### src/rtl/mips_mc_ctrl_pkg.sv
// Shared constants for the multicycle MIPS control path: ALU codes, opcode/funct
// values, FSM state encodings and the bundled control-word type.
package mips_mc_ctrl_pkg;

  localparam logic [3:0] ALU_ADD  = 4'h0, ALU_ADDU = 4'h1, ALU_SUB  = 4'h2, ALU_SUBU = 4'h3;
  localparam logic [3:0] ALU_AND  = 4'h4, ALU_OR   = 4'h5, ALU_XOR  = 4'h6, ALU_SLT  = 4'h7;
  localparam logic [3:0] ALU_SLTU = 4'h8, ALU_SLL  = 4'h9, ALU_SRL  = 4'hA, ALU_SRA  = 4'hB;
  localparam logic [3:0] ALU_NOP  = 4'hF;

  localparam logic [5:0] OP_RTYPE = 6'h00, OP_J     = 6'h02, OP_BEQ  = 6'h04, OP_BNE   = 6'h05;
  localparam logic [5:0] OP_ADDI  = 6'h08, OP_ADDIU = 6'h09, OP_SLTI = 6'h0A, OP_SLTIU = 6'h0B;
  localparam logic [5:0] OP_ANDI  = 6'h0C, OP_ORI   = 6'h0D, OP_XORI = 6'h0E;
  localparam logic [5:0] OP_LW    = 6'h23, OP_SW    = 6'h2B;

  localparam logic [5:0] FN_SLL = 6'h00, FN_SRL  = 6'h02, FN_SRA = 6'h03;
  localparam logic [5:0] FN_ADD = 6'h20, FN_ADDU = 6'h21, FN_SUB = 6'h22, FN_SUBU = 6'h23;
  localparam logic [5:0] FN_AND = 6'h24, FN_OR   = 6'h25, FN_XOR = 6'h26;
  localparam logic [5:0] FN_SLT = 6'h2A, FN_SLTU = 6'h2B;

  localparam logic [3:0] S_IDLE     = 4'd0,  S_FETCH  = 4'd1,  S_DECODE   = 4'd2;
  localparam logic [3:0] S_MEM_ADDR = 4'd3,  S_MEM_RD = 4'd4,  S_MEM_WB   = 4'd5;
  localparam logic [3:0] S_MEM_WR   = 4'd6,  S_EXEC_R = 4'd7,  S_EXEC_I   = 4'd8;
  localparam logic [3:0] S_WB       = 4'd9,  S_BRANCH = 4'd10, S_JUMP     = 4'd11;
  localparam logic [3:0] S_EXCEPT   = 4'd12;

  localparam logic [1:0] CAUSE_NONE = 2'b00, CAUSE_OVF = 2'b01, CAUSE_ILL = 2'b10;

  typedef struct packed {
    logic [3:0] alu;
    logic       src_a;
    logic [1:0] src_b;
    logic       zext;
    logic       ir_write;
    logic       pc_write;
    logic       iord;
    logic       mem_read;
    logic       mem_write;
    logic       reg_write;
    logic       reg_dst;
    logic       mem_to_reg;
    logic [1:0] pc_source;
    logic       epc_write;
  } ctrl_t;

endpackage

### src/rtl/mips_alu_dec.sv
// Combinational opcode/funct decode: ALU operation, immediate extension mode,
// instruction legality and whether the op is a shamt-driven shift.
module mips_alu_dec import mips_mc_ctrl_pkg::*; (
  input  logic [5:0] opcode,
  input  logic [5:0] funct,
  output logic [3:0] alu_ctr,
  output logic       zext_imm,
  output logic       legal,
  output logic       shift
);

  always_comb begin
    alu_ctr  = ALU_NOP;
    zext_imm = 1'b0;
    legal    = 1'b1;
    shift    = 1'b0;
    case (opcode)
      OP_RTYPE: begin
        case (funct)
          FN_ADD:  alu_ctr = ALU_ADD;
          FN_ADDU: alu_ctr = ALU_ADDU;
          FN_SUB:  alu_ctr = ALU_SUB;
          FN_SUBU: alu_ctr = ALU_SUBU;
          FN_AND:  alu_ctr = ALU_AND;
          FN_OR:   alu_ctr = ALU_OR;
          FN_XOR:  alu_ctr = ALU_XOR;
          FN_SLT:  alu_ctr = ALU_SLT;
          FN_SLTU: alu_ctr = ALU_SLTU;
          FN_SLL:  begin alu_ctr = ALU_SLL; shift = 1'b1; end
          FN_SRL:  begin alu_ctr = ALU_SRL; shift = 1'b1; end
          FN_SRA:  begin alu_ctr = ALU_SRA; shift = 1'b1; end
          default: legal = 1'b0;
        endcase
      end
      OP_ADDI:  alu_ctr = ALU_ADD;
      OP_ADDIU: alu_ctr = ALU_ADDU;
      OP_SLTI:  alu_ctr = ALU_SLT;
      OP_SLTIU: alu_ctr = ALU_SLTU;
      OP_ANDI:  begin alu_ctr = ALU_AND; zext_imm = 1'b1; end
      OP_ORI:   begin alu_ctr = ALU_OR;  zext_imm = 1'b1; end
      OP_XORI:  begin alu_ctr = ALU_XOR; zext_imm = 1'b1; end
      // Memory, branch and jump ops are legal but set their ALU op per state.
      OP_LW, OP_SW, OP_BEQ, OP_BNE, OP_J: legal = 1'b1;
      default:  legal = 1'b0;
    endcase
  end

endmodule

### src/rtl/mips_mc_ctrl.sv
// Multicycle MIPS control FSM: fetch/decode/execute/memory/writeback sequencing,
// datapath selects, branch resolution and overflow/illegal-instruction exceptions.
module mips_mc_ctrl import mips_mc_ctrl_pkg::*; #(
  parameter int CTR_SIZE = 4,
  parameter bit EXC_EN   = 1'b1
) (
  input  logic                clk,
  input  logic                rst_n,
  input  logic [5:0]          opcode,
  input  logic [5:0]          funct,
  input  logic                zero,
  input  logic                overflow,
  input  logic                mem_ready,
  output logic [CTR_SIZE-1:0] alu_ctr,
  output logic                alu_src_a,
  output logic [1:0]          alu_src_b,
  output logic                zext_imm,
  output logic                ir_write,
  output logic                pc_write,
  output logic                iord,
  output logic                mem_read,
  output logic                mem_write,
  output logic                reg_write,
  output logic                reg_dst,
  output logic                mem_to_reg,
  output logic [1:0]          pc_source,
  output logic                epc_write,
  output logic [1:0]          cause,
  output logic [3:0]          state_o
);

  logic [3:0] state, state_nxt;
  logic [1:0] cause_r, cause_nxt;
  logic [3:0] dec_alu;
  logic       dec_zext, dec_legal, dec_shift, ovf_trap;
  ctrl_t      c;

  mips_alu_dec u_dec (
    .opcode   (opcode),
    .funct    (funct),
    .alu_ctr  (dec_alu),
    .zext_imm (dec_zext),
    .legal    (dec_legal),
    .shift    (dec_shift)
  );

  // Only signed add/sub (add, sub, addi) trap; addi decodes to ALU_ADD.
  assign ovf_trap = EXC_EN && overflow && (dec_alu == ALU_ADD || dec_alu == ALU_SUB);

  always_comb begin
    state_nxt = state;
    cause_nxt = cause_r;
    case (state)
      S_IDLE:   state_nxt = S_FETCH;
      S_FETCH:  if (mem_ready) state_nxt = S_DECODE;
      S_DECODE: begin
        if (!dec_legal) begin
          state_nxt = S_EXCEPT;
          cause_nxt = CAUSE_ILL;
        end else begin
          case (opcode)
            OP_LW, OP_SW:   state_nxt = S_MEM_ADDR;
            OP_RTYPE:       state_nxt = S_EXEC_R;
            OP_BEQ, OP_BNE: state_nxt = S_BRANCH;
            OP_J:           state_nxt = S_JUMP;
            default:        state_nxt = S_EXEC_I;
          endcase
        end
      end
      S_MEM_ADDR: state_nxt = (opcode == OP_SW) ? S_MEM_WR : S_MEM_RD;
      S_MEM_RD:   if (mem_ready) state_nxt = S_MEM_WB;
      S_MEM_WR:   if (mem_ready) state_nxt = S_FETCH;
      S_EXEC_R, S_EXEC_I: begin
        if (ovf_trap) begin
          state_nxt = S_EXCEPT;
          cause_nxt = CAUSE_OVF;
        end else begin
          state_nxt = S_WB;
        end
      end
      S_MEM_WB, S_WB, S_BRANCH, S_JUMP, S_EXCEPT: state_nxt = S_FETCH;
      default: state_nxt = S_IDLE;
    endcase
  end

  always_ff @(posedge clk or negedge rst_n) begin
    if (!rst_n) begin
      state   <= S_IDLE;
      cause_r <= CAUSE_NONE;
    end else begin
      state   <= state_nxt;
      cause_r <= cause_nxt;
    end
  end

  always_comb begin
    c     = '0;
    c.alu = ALU_NOP;
    case (state)
      S_FETCH: begin
        c.mem_read = 1'b1;
        c.src_b    = 2'd1;
        c.alu      = ALU_ADDU;
        c.ir_write = mem_ready;
        c.pc_write = mem_ready;
      end
      S_DECODE: begin
        c.src_b = 2'd3;
        c.alu   = ALU_ADDU;
      end
      S_MEM_ADDR: begin
        c.src_a = 1'b1;
        c.src_b = 2'd2;
        c.alu   = ALU_ADDU;
      end
      S_MEM_RD: begin
        c.mem_read = 1'b1;
        c.iord     = 1'b1;
      end
      S_MEM_WB: begin
        c.reg_write  = 1'b1;
        c.mem_to_reg = 1'b1;
      end
      S_MEM_WR: begin
        c.mem_write = 1'b1;
        c.iord      = 1'b1;
      end
      // Shifts take shamt through the extended-immediate path on ALU B.
      S_EXEC_R: begin
        c.src_a = 1'b1;
        c.src_b = dec_shift ? 2'd2 : 2'd0;
        c.alu   = dec_alu;
      end
      S_EXEC_I: begin
        c.src_a = 1'b1;
        c.src_b = 2'd2;
        c.alu   = dec_alu;
        c.zext  = dec_zext;
      end
      S_WB: begin
        c.reg_write = 1'b1;
        c.reg_dst   = (opcode == OP_RTYPE);
      end
      S_BRANCH: begin
        c.src_a     = 1'b1;
        c.alu       = ALU_SUBU;
        c.pc_source = 2'd1;
        c.pc_write  = ((opcode == OP_BEQ) && zero) || ((opcode == OP_BNE) && !zero);
      end
      S_JUMP: begin
        c.pc_write  = 1'b1;
        c.pc_source = 2'd2;
      end
      S_EXCEPT: begin
        c.epc_write = 1'b1;
        c.pc_write  = 1'b1;
        c.pc_source = 2'd3;
      end
      default: ;
    endcase
  end

  assign alu_ctr    = CTR_SIZE'(c.alu);
  assign alu_src_a  = c.src_a;
  assign alu_src_b  = c.src_b;
  assign zext_imm   = c.zext;
  assign ir_write   = c.ir_write;
  assign pc_write   = c.pc_write;
  assign iord       = c.iord;
  assign mem_read   = c.mem_read;
  assign mem_write  = c.mem_write;
  assign reg_write  = c.reg_write;
  assign reg_dst    = c.reg_dst;
  assign mem_to_reg = c.mem_to_reg;
  assign pc_source  = c.pc_source;
  assign epc_write  = c.epc_write;
  assign cause      = cause_r;
  assign state_o    = state;

endmodule

### config.mk
export PLATFORM = sky130hd
export DESIGN_NAME = mips_mc_ctrl
export DESIGN_NICKNAME = d
export VERILOG_FILES = /design/src/rtl/mips_mc_ctrl_pkg.sv /design/src/rtl/mips_alu_dec.sv /design/src/rtl/mips_mc_ctrl.sv
export SDC_FILE = /design/constraint.sdc
export NUM_CORES = 1
export LEC_CHECK = 0
export CAP_MARGIN = 30
export CORE_MARGIN = 5
export CORE_UTILIZATION = 37
export DETAILED_ROUTE_END_ITERATION = 12
export PLACE_DENSITY = 0.69
export SYNTH_ARGS = -nofsm -noshare
export SYNTH_HDL_FRONTEND = slang
export SYNTH_SLANG_ARGS = --single-unit
### constraint.sdc
create_clock -name clk -period 3.55 [get_ports clk]
set_input_delay 0.71 -clock clk [delete_from_list [all_inputs] [get_ports clk]]
set_output_delay 0.71 -clock clk [all_outputs]
set_load 0.01 [all_outputs]
Yosys cells after proc, flatten, opt, wreduce, memory -nomap -nowiden
Cells that the tools add are included.
- equality and inequality tests: 41
- multiplexer cells: 33
- reductions and logical operators: 28
- operators with widths (kind ; count):
    equality test 6 bit (second input constant) ; 11
    one-hot mux 4 bit (12 select lines) ; 1
    equality test 6 x 4 -> 1 bit (second input constant) ; 7
    one-hot mux 4 bit (8 select lines) ; 1
    one-hot mux 4 bit (7 select lines) ; 1
    OR reduction 12 bit ; 2
    equality test 4 bit (second input constant) ; 5
    equality test 6 x 2 -> 1 bit (second input constant) ; 3
    equality test 4 x 3 -> 1 bit (second input constant) ; 4
    two-way mux 4 bit ; 4
    one-hot mux 4 bit (4 select lines) ; 1
    OR reduction 2 bit ; 8
    two-way mux 1 bit ; 14
    equality test 4 x 2 -> 1 bit (second input constant) ; 3
    equality test 6 x 3 -> 1 bit (second input constant) ; 2
    zero test 6 bit ; 2
    one-hot mux 4 bit (3 select lines) ; 1
    OR reduction 3 bit ; 3
    zero test 4 bit ; 2
    two-way mux 2 bit ; 4
    != test 2 bit (second input constant) ; 4
    one-hot mux 2 bit (4 select lines) ; 1
    one-hot mux 2 bit (3 select lines) ; 1
    AND reduction 3 bit ; 2
    12 further kinds ; 15
- flip-flop bits (word level): 6
- input bits: 17
- output and inout bits: 25
- logic and storage cells: 104

Longest topological paths before layout
Gate-level depths: netlist of run 1.
- depth in word-level cells: 8
- depth in mapped cells: 7
- depth with buffers taken out: 6

Cells and area by module
From an unflattened synthesis of run 1, not the netlist that was laid out.
- cell total of the unflattened synthesis: 152
- area, all modules: 1019.7 um^2
- by module, submodules not included (module ; instances ; cells each ; area each (um^2) ; seq. area each (um^2)):
    mips_mc_ctrl ; 1 ; 100 ; 716.9 ; 150.1
    mips_alu_dec ; 1 ; 52 ; 302.8 ; 0.0

Worst setup path after synthesis of run 1
No wires, ideal clock.
- path type: input -> output
- from: in funct[3]
- to: out alu_ctr[1]
- arrival time: 1.901 ns
- required time: 2.840 ns
- slack: 0.939 ns
- stages on the path: 7
- buffers on the path: 1
- path through: clkbuf_1 > nor2_1 > o21ai_0 > a21oi_1 > o211a_1 > a311o_1 > a22oi_1
- word-level cells in the longest chain between the ends: 4
- elaborated cells between the ends (all ways): 15
- classes of those cells: eq/ne: 11; mux: 3; reduce/logical: 1
- ends and longest elaborated chain (element ; line ; source):
    start, declared ; mips_mc_ctrl.sv:10 ; input logic [5:0] funct,
    equality test 6 x 2 -> 1 bit (tied with other cells) ; mips_alu_dec.sv:19 ; case (funct)
    one-hot mux 4 bit (12 select lines) * ; mips_alu_dec.sv:19 ;
    one-hot mux 4 bit (8 select lines) * ; mips_alu_dec.sv:17 ; case (opcode)
    one-hot mux 4 bit (3 select lines) * ; mips_mc_ctrl.sv:99 ; case (state)
    end, declared ; mips_mc_ctrl.sv:14 ; output logic [CTR_SIZE-1:0] alu_ctr,
Mark *: on every way between the ends. The rest lies on a longest branch, timed or not.

Worst setup path in the final report of run 1
- from: in opcode[2]
- to: out alu_ctr[0]
- word-level cells in the longest chain between the ends: 3
- elaborated cells between the ends (all ways): 10
- classes of those cells: eq/ne: 7; mux: 2; reduce/logical: 1
- ends and longest elaborated chain (element ; line ; source):
    start, declared ; mips_mc_ctrl.sv:9 ; input logic [5:0] opcode,
    equality test 6 x 4 -> 1 bit / zero test 6 bit (equally long branches) ; mips_alu_dec.sv:17 ;
    one-hot mux 4 bit (8 select lines) * ; mips_alu_dec.sv:17 ;
    one-hot mux 4 bit (3 select lines) * ; mips_mc_ctrl.sv:99 ;
Marks and branches as above.

==> results of run 1 <==
==> cells in the mapped netlist (2+ instances only) <==
| master | n |
|---|---|
| xnor2_1 | 2 |
| buf_2 | 4 |
| and3_1 | 3 |
| nor2b_1 | 7 |
| nand2b_1 | 9 |
| a21oi_1 | 11 |
| a221oi_1 | 2 |
| a21o_1 | 2 |
| a32oi_1 | 3 |
| o21ai_1 | 2 |
| or2_2 | 2 |
| o221ai_1 | 2 |
| a211oi_1 | 2 |
| nor3b_1 | 2 |
| inv_1 | 9 |
| dfrtp_1 | 6 |
| o31ai_1 | 2 |
| nand3_1 | 6 |
| o22ai_1 | 4 |
| buf_6 | 2 |
| nor2_1 | 22 |
| clkbuf_1 | 5 |
| o21ai_0 | 12 |
| nand2_1 | 10 |
| or3_1 | 4 |
| nor3_1 | 9 |
==> timing repair <==
action / in CTS / in global routing
resized for setup: 0 / 9
setup endpoints to repair: 0 / 6
hold buffers: 0 / 0
==> per-layer routing <==
layer / wire [microns] / part of all wire / GRT usage / up-vias
met5: 0 / 0 / 0 / -
met4: 38 / 0.0097 / 0.05699 / 0
met3: 255 / 0.065 / 0.02051 / 6
met2: 1949 / 0.50 / 0.3155 / 74
met1: 1691 / 0.43 / 0.2495 / 684
li1: - / - / - / 728
==> worst max-delay path, delay by kind of cell <==
family / cells / cell delay (ns)
compound gates: 2 / 0.42
buf+inv: 3 / 1.11
simple gates: 3 / 0.50
==> power by group <==
part	internal, mW	switching, mW
clock network	0.0384	0.0270
registers	0.0877	0.0444
logic	0.356	0.357
==> kinds of logic (layout without fill, tap and decap cells) <==
| group | count (synthesis) | count (layout) | share of synthesized area |
|---|---|---|---|
| AOI/OAI and AO/OA | 57 | 57 | 0.3715 |
| DFF | 6 | 6 | 0.1335 |
| xor gates and xnor gates | 2 | 2 | 0.01558 |
| and+or+nand+nor | 83 | 83 | 0.3871 |
| buffers and inverters | 22 | 73 | 0.09232 |
==> metrics by stage <==
step,worst slack (ns),instances,cell area (sq um)
2_1_floorplan,0.9390,170,1125
3_3_place_gp,0.06319,251,1669
3_5_place_dp,0.06094,251,1669
4_1_cts,0.04994,254,1692
5_1_grt,0.002940,254,1722
6_report,0.1073,254,1722
==> sequential cells by signal (all words and copies together) (netlist names) <==
name and count:
state_o 4, cause 2
==> worst max-delay path by stage <==
stage               startpoint    endpoint
finish               opcode[2]  alu_ctr[0]
global route         opcode[2]  alu_ctr[0]
CTS                   funct[2]  alu_ctr[1]
detailed placement    funct[2]  alu_ctr[1]
global placement      funct[2]  alu_ctr[1]
floorplan             funct[3]  alu_ctr[1]
==> area by class of cell <==
type                            count  share of cell area
Clock buffer                        3             0.01308
Tap cell                           33             0.02398
Multi-Input combinational cell    142              0.5174
Timing Repair Buffer               61              0.3387
Inverter                            9             0.01962
Sequential cell                     6             0.08721
==> results by group, run 1 <==
Logic synthesis
  • Syn Nets: 187
  • Syn Std Cell Area: around 1100 sq um
  • Synth warn: 0
  • Syn_area_per_cell: about 6.6 sq um
  • Yosys cell types: 52
  • Post-synthesis register bit count: 6
  • Main flop type after synthesis: dfrtp_1
  • Ys async rst share: 1.000
  • Leading area contributor after synthesis: dfrtp_1
  • Synth top area share: 0.1335
  • Mapped Cells: 170
  • Register area share after synthesis: 0.1335
  • Synth top area cells: dfrtp_1 13%, nor2_1 7.3%, o21ai_0 5.3%
  • Post-synth EDFFs: 0

STA
  • Setup violators final: 0
  • Worst slew margin: 0.5978
  • Period minus WS final: between 3 and 4 ns
  • Skew final: 0.004974 ns
  • RSZ-0062 raised after global routing: no
  • Worst-margin pin slew: roughly 0.60 ns
  • Worst hold slack: about 0.56 ns
  • Slew Viols, Final: 0
  • Final TNS setup: 0 ns
  • Fin crit share: 0.9698
  • Final Hold Viols: 0
  • Peak Freq: approximately 290 MHz

Place
  • Routability Congestion: around 0.97
  • PortBufs: 41
  • DP Wirelength: 3165 microns

Cells and area
  • Fillers: roughly 290
  • # diodes: 0
  • Most frequent cells in the layout: 37 x clkdlybuf4s50_1, 21 x nor2_1, 19 x buf_4
  • Util after Layout: 0.5782
  • Most common cell after layout, fill and taps aside: clkdlybuf4s50_1
  • Reg area: 150.1 sq um
  • Area grow syn2layout: 53.06%
  • Multi-input gate area: around 900 sq um
  • Nets: 240
  • Share of cells above drive strength 1: 0.1719

CTS
  • Reg clk slew, reported paths: 0.05 ns
  • Longest Clk Path Bufs: 2
  • H-tree depth: 1
  • Setup repair bufs after CTS: 0
  • Sink Count: 6
  • CTS buffer count: 3
  • Clock root buffer: clkbuf_4
  • CTS tree: built
  • Worst skew pair latency: 0.25 ns

Global route
  • GRT Util Overall: 0.1867
  • First-pass GRT wire length: 6479 microns
  • Pin count of the biggest net entering global routing: 16
  • Antenna violations before repair: 0
  • Vias in the first global route: 1,420
  • GRT overflow: 0

Detailed routing
  • DR pass1 iterations: 4
  • Drt drc: 0
  • Post-route ant nets: 0
  • Routed vias: ~1,500
  • WL/cell: approximately 15 microns
  • Via density: between 5 and 6
  • Detailed router's first-iteration violation count: 161
  • Final wirelength: ~4000 microns

Critical path
  • CP Capture Type: output pin
  • Flop2flop setup slack: ~1.6 ns
  • Most used cell along the critical path: clkdlybuf4s50_1
  • CP arrival: around 2.7 ns
  • CP required: 2.84 ns
  • Slowest stage delay, CP: between 0.4 and 0.5 ns
  • R2R Path Start: state_o[2]$_DFFE_PN0P_
  • Crit Reg-Reg Endpoint: state_o[0]$_DFFE_PN0P_
  • Critical path class: input port to output pin
  • Reg2reg path depth: 6
  • Maximum net fanout on the critical path: 9
  • Startpoint types: input port
  • CP cell instances: clkdlybuf4s50_1 -> buf_4 -> nor2b_2 -> o32a_1 -> nor2_1 -> o21ai_2 -> nand2b_1 -> clkdlybuf4s50_1
  • CP max stage cell: clkdlybuf4s50_1

Floorplanning
  • Starting Density: 0.3777
  • Die Ht: 65.14 microns
  • Num rows: 20
  • Core area: 2978 sq um
  • # IOs: 42
  • Area of the die: 4243 sq um
  • Die width: between 60 and 70 microns

Min path
  • Hold path endpoint: cause[0]$_DFFE_PN0P_
  • Hold path start: cause[0]$_DFFE_PN0P_
  • Worst min path class: flop to flop
  • Hold-critical path depth: 1

Power and ir drop
  • Pwr Total: a little over 0.9 mW
  • Static Leak: 0.6954 nW
  • Worst VDD drop: between 0.15 and 0.2 mV
  • Power Density: roughly 530 nW/um^2

Flow run
  • MaxCap Viol Count: 0

Run status
  • Outcome: finished, final reports clean
No activity file was read; power rests on OpenSTA's default activity.
==> run 2: changes to the inputs <==
Settings changed: DONT_BUFFER_PORTS set to 1, PLACE_DENSITY 0.69 to not set.
==> run 2 against run 1 <==
Effect of this change: register-to-register slack worse by 0.32 ns; cell area down 35%; worst setup slack improved by 0.54 ns; count of clock-buffer cells in the layout did not move; worst hold slack worse by 0.39 ns; via count is 14% lower; utilization decreased by 20 points.
==> results by group, run 2 (synthesis gave the netlist of run 1 again) <==
Detailed routing
  • Post-route ant nets: 0
  • WL/cell: about 18 microns
  • DR pass1 iterations: 4
  • Detailed router's first-iteration violation count: between 150 and 200
  • Drt drc: 0
  • Via density: 6.577
  • Final wirelength: 3456 microns
  • Routed vias: between 1,000 and 1,500

STA
  • Worst-margin pin slew: 0.6844 ns
  • Skew final: between 0.002 and 0.0025 ns
  • Fin crit share: 0.8167
  • Final TNS setup: 0 ns
  • Final Hold Viols: 0
  • Setup violators final: 0
  • Period minus WS final: between 2 and 3 ns
  • Peak Freq: 344.9 MHz
  • RSZ-0062 raised after global routing: no
  • Worst slew margin: 0.5437
  • Slew Viols, Final: 0

Critical path
  • CP top delay family: simple AND/OR/NAND/NOR gates
  • Startpoint types: flop
  • Maximum net fanout on the critical path: 16
  • Most used cell along the critical path: nand2b_1
  • CP max stage cell: dfrtp_1
  • Buf+Inv Stages, Crit Path: 1
  • CP Capture Type: output pin
  • CP cell instances: nand2b_1 -> nor3_1 -> nor2_1 -> inv_1 -> nand2b_1
  • Critical path class: flop to output pin
  • CP required: about 2.8 ns
  • Slowest stage delay, CP: about 0.65 ns
  • CP arrival: 2.19 ns

Floorplanning
  • # IOs: 42
  • Area of the die: 4243 sq um
  • Die width: 65.14 microns
  • Num rows: 20
  • Starting Density: 0.3777
  • Core area: 2978 sq um
  • Die Ht: approximately 65 microns

CTS
  • CTS tree: built
  • Worst skew pair latency: 0.24 ns
  • CTS buffer count: 3
  • Reg clk slew, reported paths: approximately 0.050 ns
  • Longest Clk Path Bufs: 2
  • Hold Buf Count CTS: 0
  • H-tree depth: 1
  • CTS-repair resized insts: 0
  • Setup repair bufs after CTS: 0
  • Clock root buffer: clkbuf_4
  • Sink Count: 6

Cells and area
  • Share of cells above drive strength 1: 0.09317
  • # diodes: 0
  • Fillers: ~300
  • Most frequent cells in the layout: 22 x nor2_1, 12 x o21ai_0, 11 x a21oi_1
  • Most common cell after layout, fill and taps aside: nor2_1
  • Nets: 180
  • Area grow syn2layout: 0.1112%
  • Fin area: ~1100 sq um
  • Largest register FFs: 4

Power and ir drop
  • Switching share of power: 0.5687
  • Sequential Power Share: 0.265
  • Pwr Total: 0.6498 mW
  • Worst VDD drop: roughly 0.12 mV
  • Power Density: around 580 nW/um^2
  • Comb pwr share: 0.640
  • Clock power share: 0.096
  • Pint: about 0.28 mW
  • Static Leak: slightly above 0.4 nW
  • Total net switching power: 0.3695 mW

Min path
  • Worst min path class: input port to asynchronous set/reset pin

Flow run
  • MaxCap Viol Count: 0

Place
  • PortBufs: 0
  • Routability Congestion: about 0.9
  • DP Wirelength: 2723 microns
  • Placed inst area: between 1000 and 1500 sq um

Run status
  • Outcome: finished, final reports clean

Global route
  • Antenna violations before repair: 0
  • Vias in the first global route: approximately 1,200
  • GRT overflow: 0
  • Pin count of the biggest net entering global routing: 22
  • GRT Util Overall: 0.1626
  • First-pass GRT wire length: ~5700 microns
==> run 2: stage by stage <==
stage          setup WS, ns  cells  hold WS [ns]  utilization
6_report             0.6506    194        0.1630       0.3782
5_1_grt              0.3860    194        0.1520       0.3782
4_1_cts              0.6811    194        0.1597       0.3782
3_5_place_dp         0.9368    191        0.4145       0.3706
3_3_place_gp         0.9556    191        0.4145       0.3706
2_1_floorplan        0.9390    170        0.4144            -
==> run 2: worst paths after layout <==
| path | slack, ns | depth (start not counted) | endpoint | startpoint |
|---|---|---|---|---|
| setup / recovery | 0.65 | 5 | alu_ctr[0] | state_o[3]$_DFFE_PN0P_ |
| hold / removal | 0.16 | 0 | state_o[1]$_DFFE_PN0P_ | rst_n |
| setup reg to reg | 1.24 | 6 | state_o[0]$_DFFE_PN0P_ | state_o[2]$_DFFE_PN0P_ |
| hold reg to reg | 0.61 | 1 | cause[0]$_DFFE_PN0P_ | cause[0]$_DFFE_PN0P_ |
| max in group asynchronous | 3.32 | 0 | state_o[2]$_DFFE_PN0P_ | rst_n |
| min in group clk | 0.61 | 1 | cause[0]$_DFFE_PN0P_ | cause[0]$_DFFE_PN0P_ |
==> run 2: final cells by class <==
type | instances | area (sq um) | share of cell area
clock buffers | 3 | 22.52 | 0.02000
inverters | 9 | 33.78 | 0.03000
multi-input cells | 142 | 870.8 | 0.7733
flip-flops and latches | 6 | 150.1 | 0.1333
well taps | 33 | 41.29 | 0.03667
repair buffers | 1 | 7.507 | 0.006667
==> run 2: power by group through the flow <==
| stage | registers (mW) | logic (mW) | clock network, mW |
|---|---|---|---|
| CTS | 0.172 | 0.415 | 0.0629 |
| detailed placement | 0.173 | 0.412 | 0 |
| floorplan | 0.115 | 0.396 | 0 |
| global placement | 0.170 | 0.404 | 0 |
| global route | 0.181 | 0.458 | 0.0669 |
| finish | 0.172 | 0.416 | 0.0623 |
==> run 2: worst reg2reg max path, delay by kind of cell (launching register included) <==
kind / cells / cell delay, ns
buffers and inverters: 1 / 0.17
AND/OR/NAND/NOR: 3 / 0.92
flip-flops: 1 / 0.66
AO/OA/AOI/OAI: 2 / 0.43
==> run 2: per-layer routing <==
layer | up-vias | global-route usage | part of all wire
met5 | - | 0 | 0
met4 | 0 | 0.02591 | 0.0090
met3 | 6 | 0.04957 | 0.13
met2 | 64 | 0.2465 | 0.43
met1 | 596 | 0.2308 | 0.44
li1 | 610 | - | -
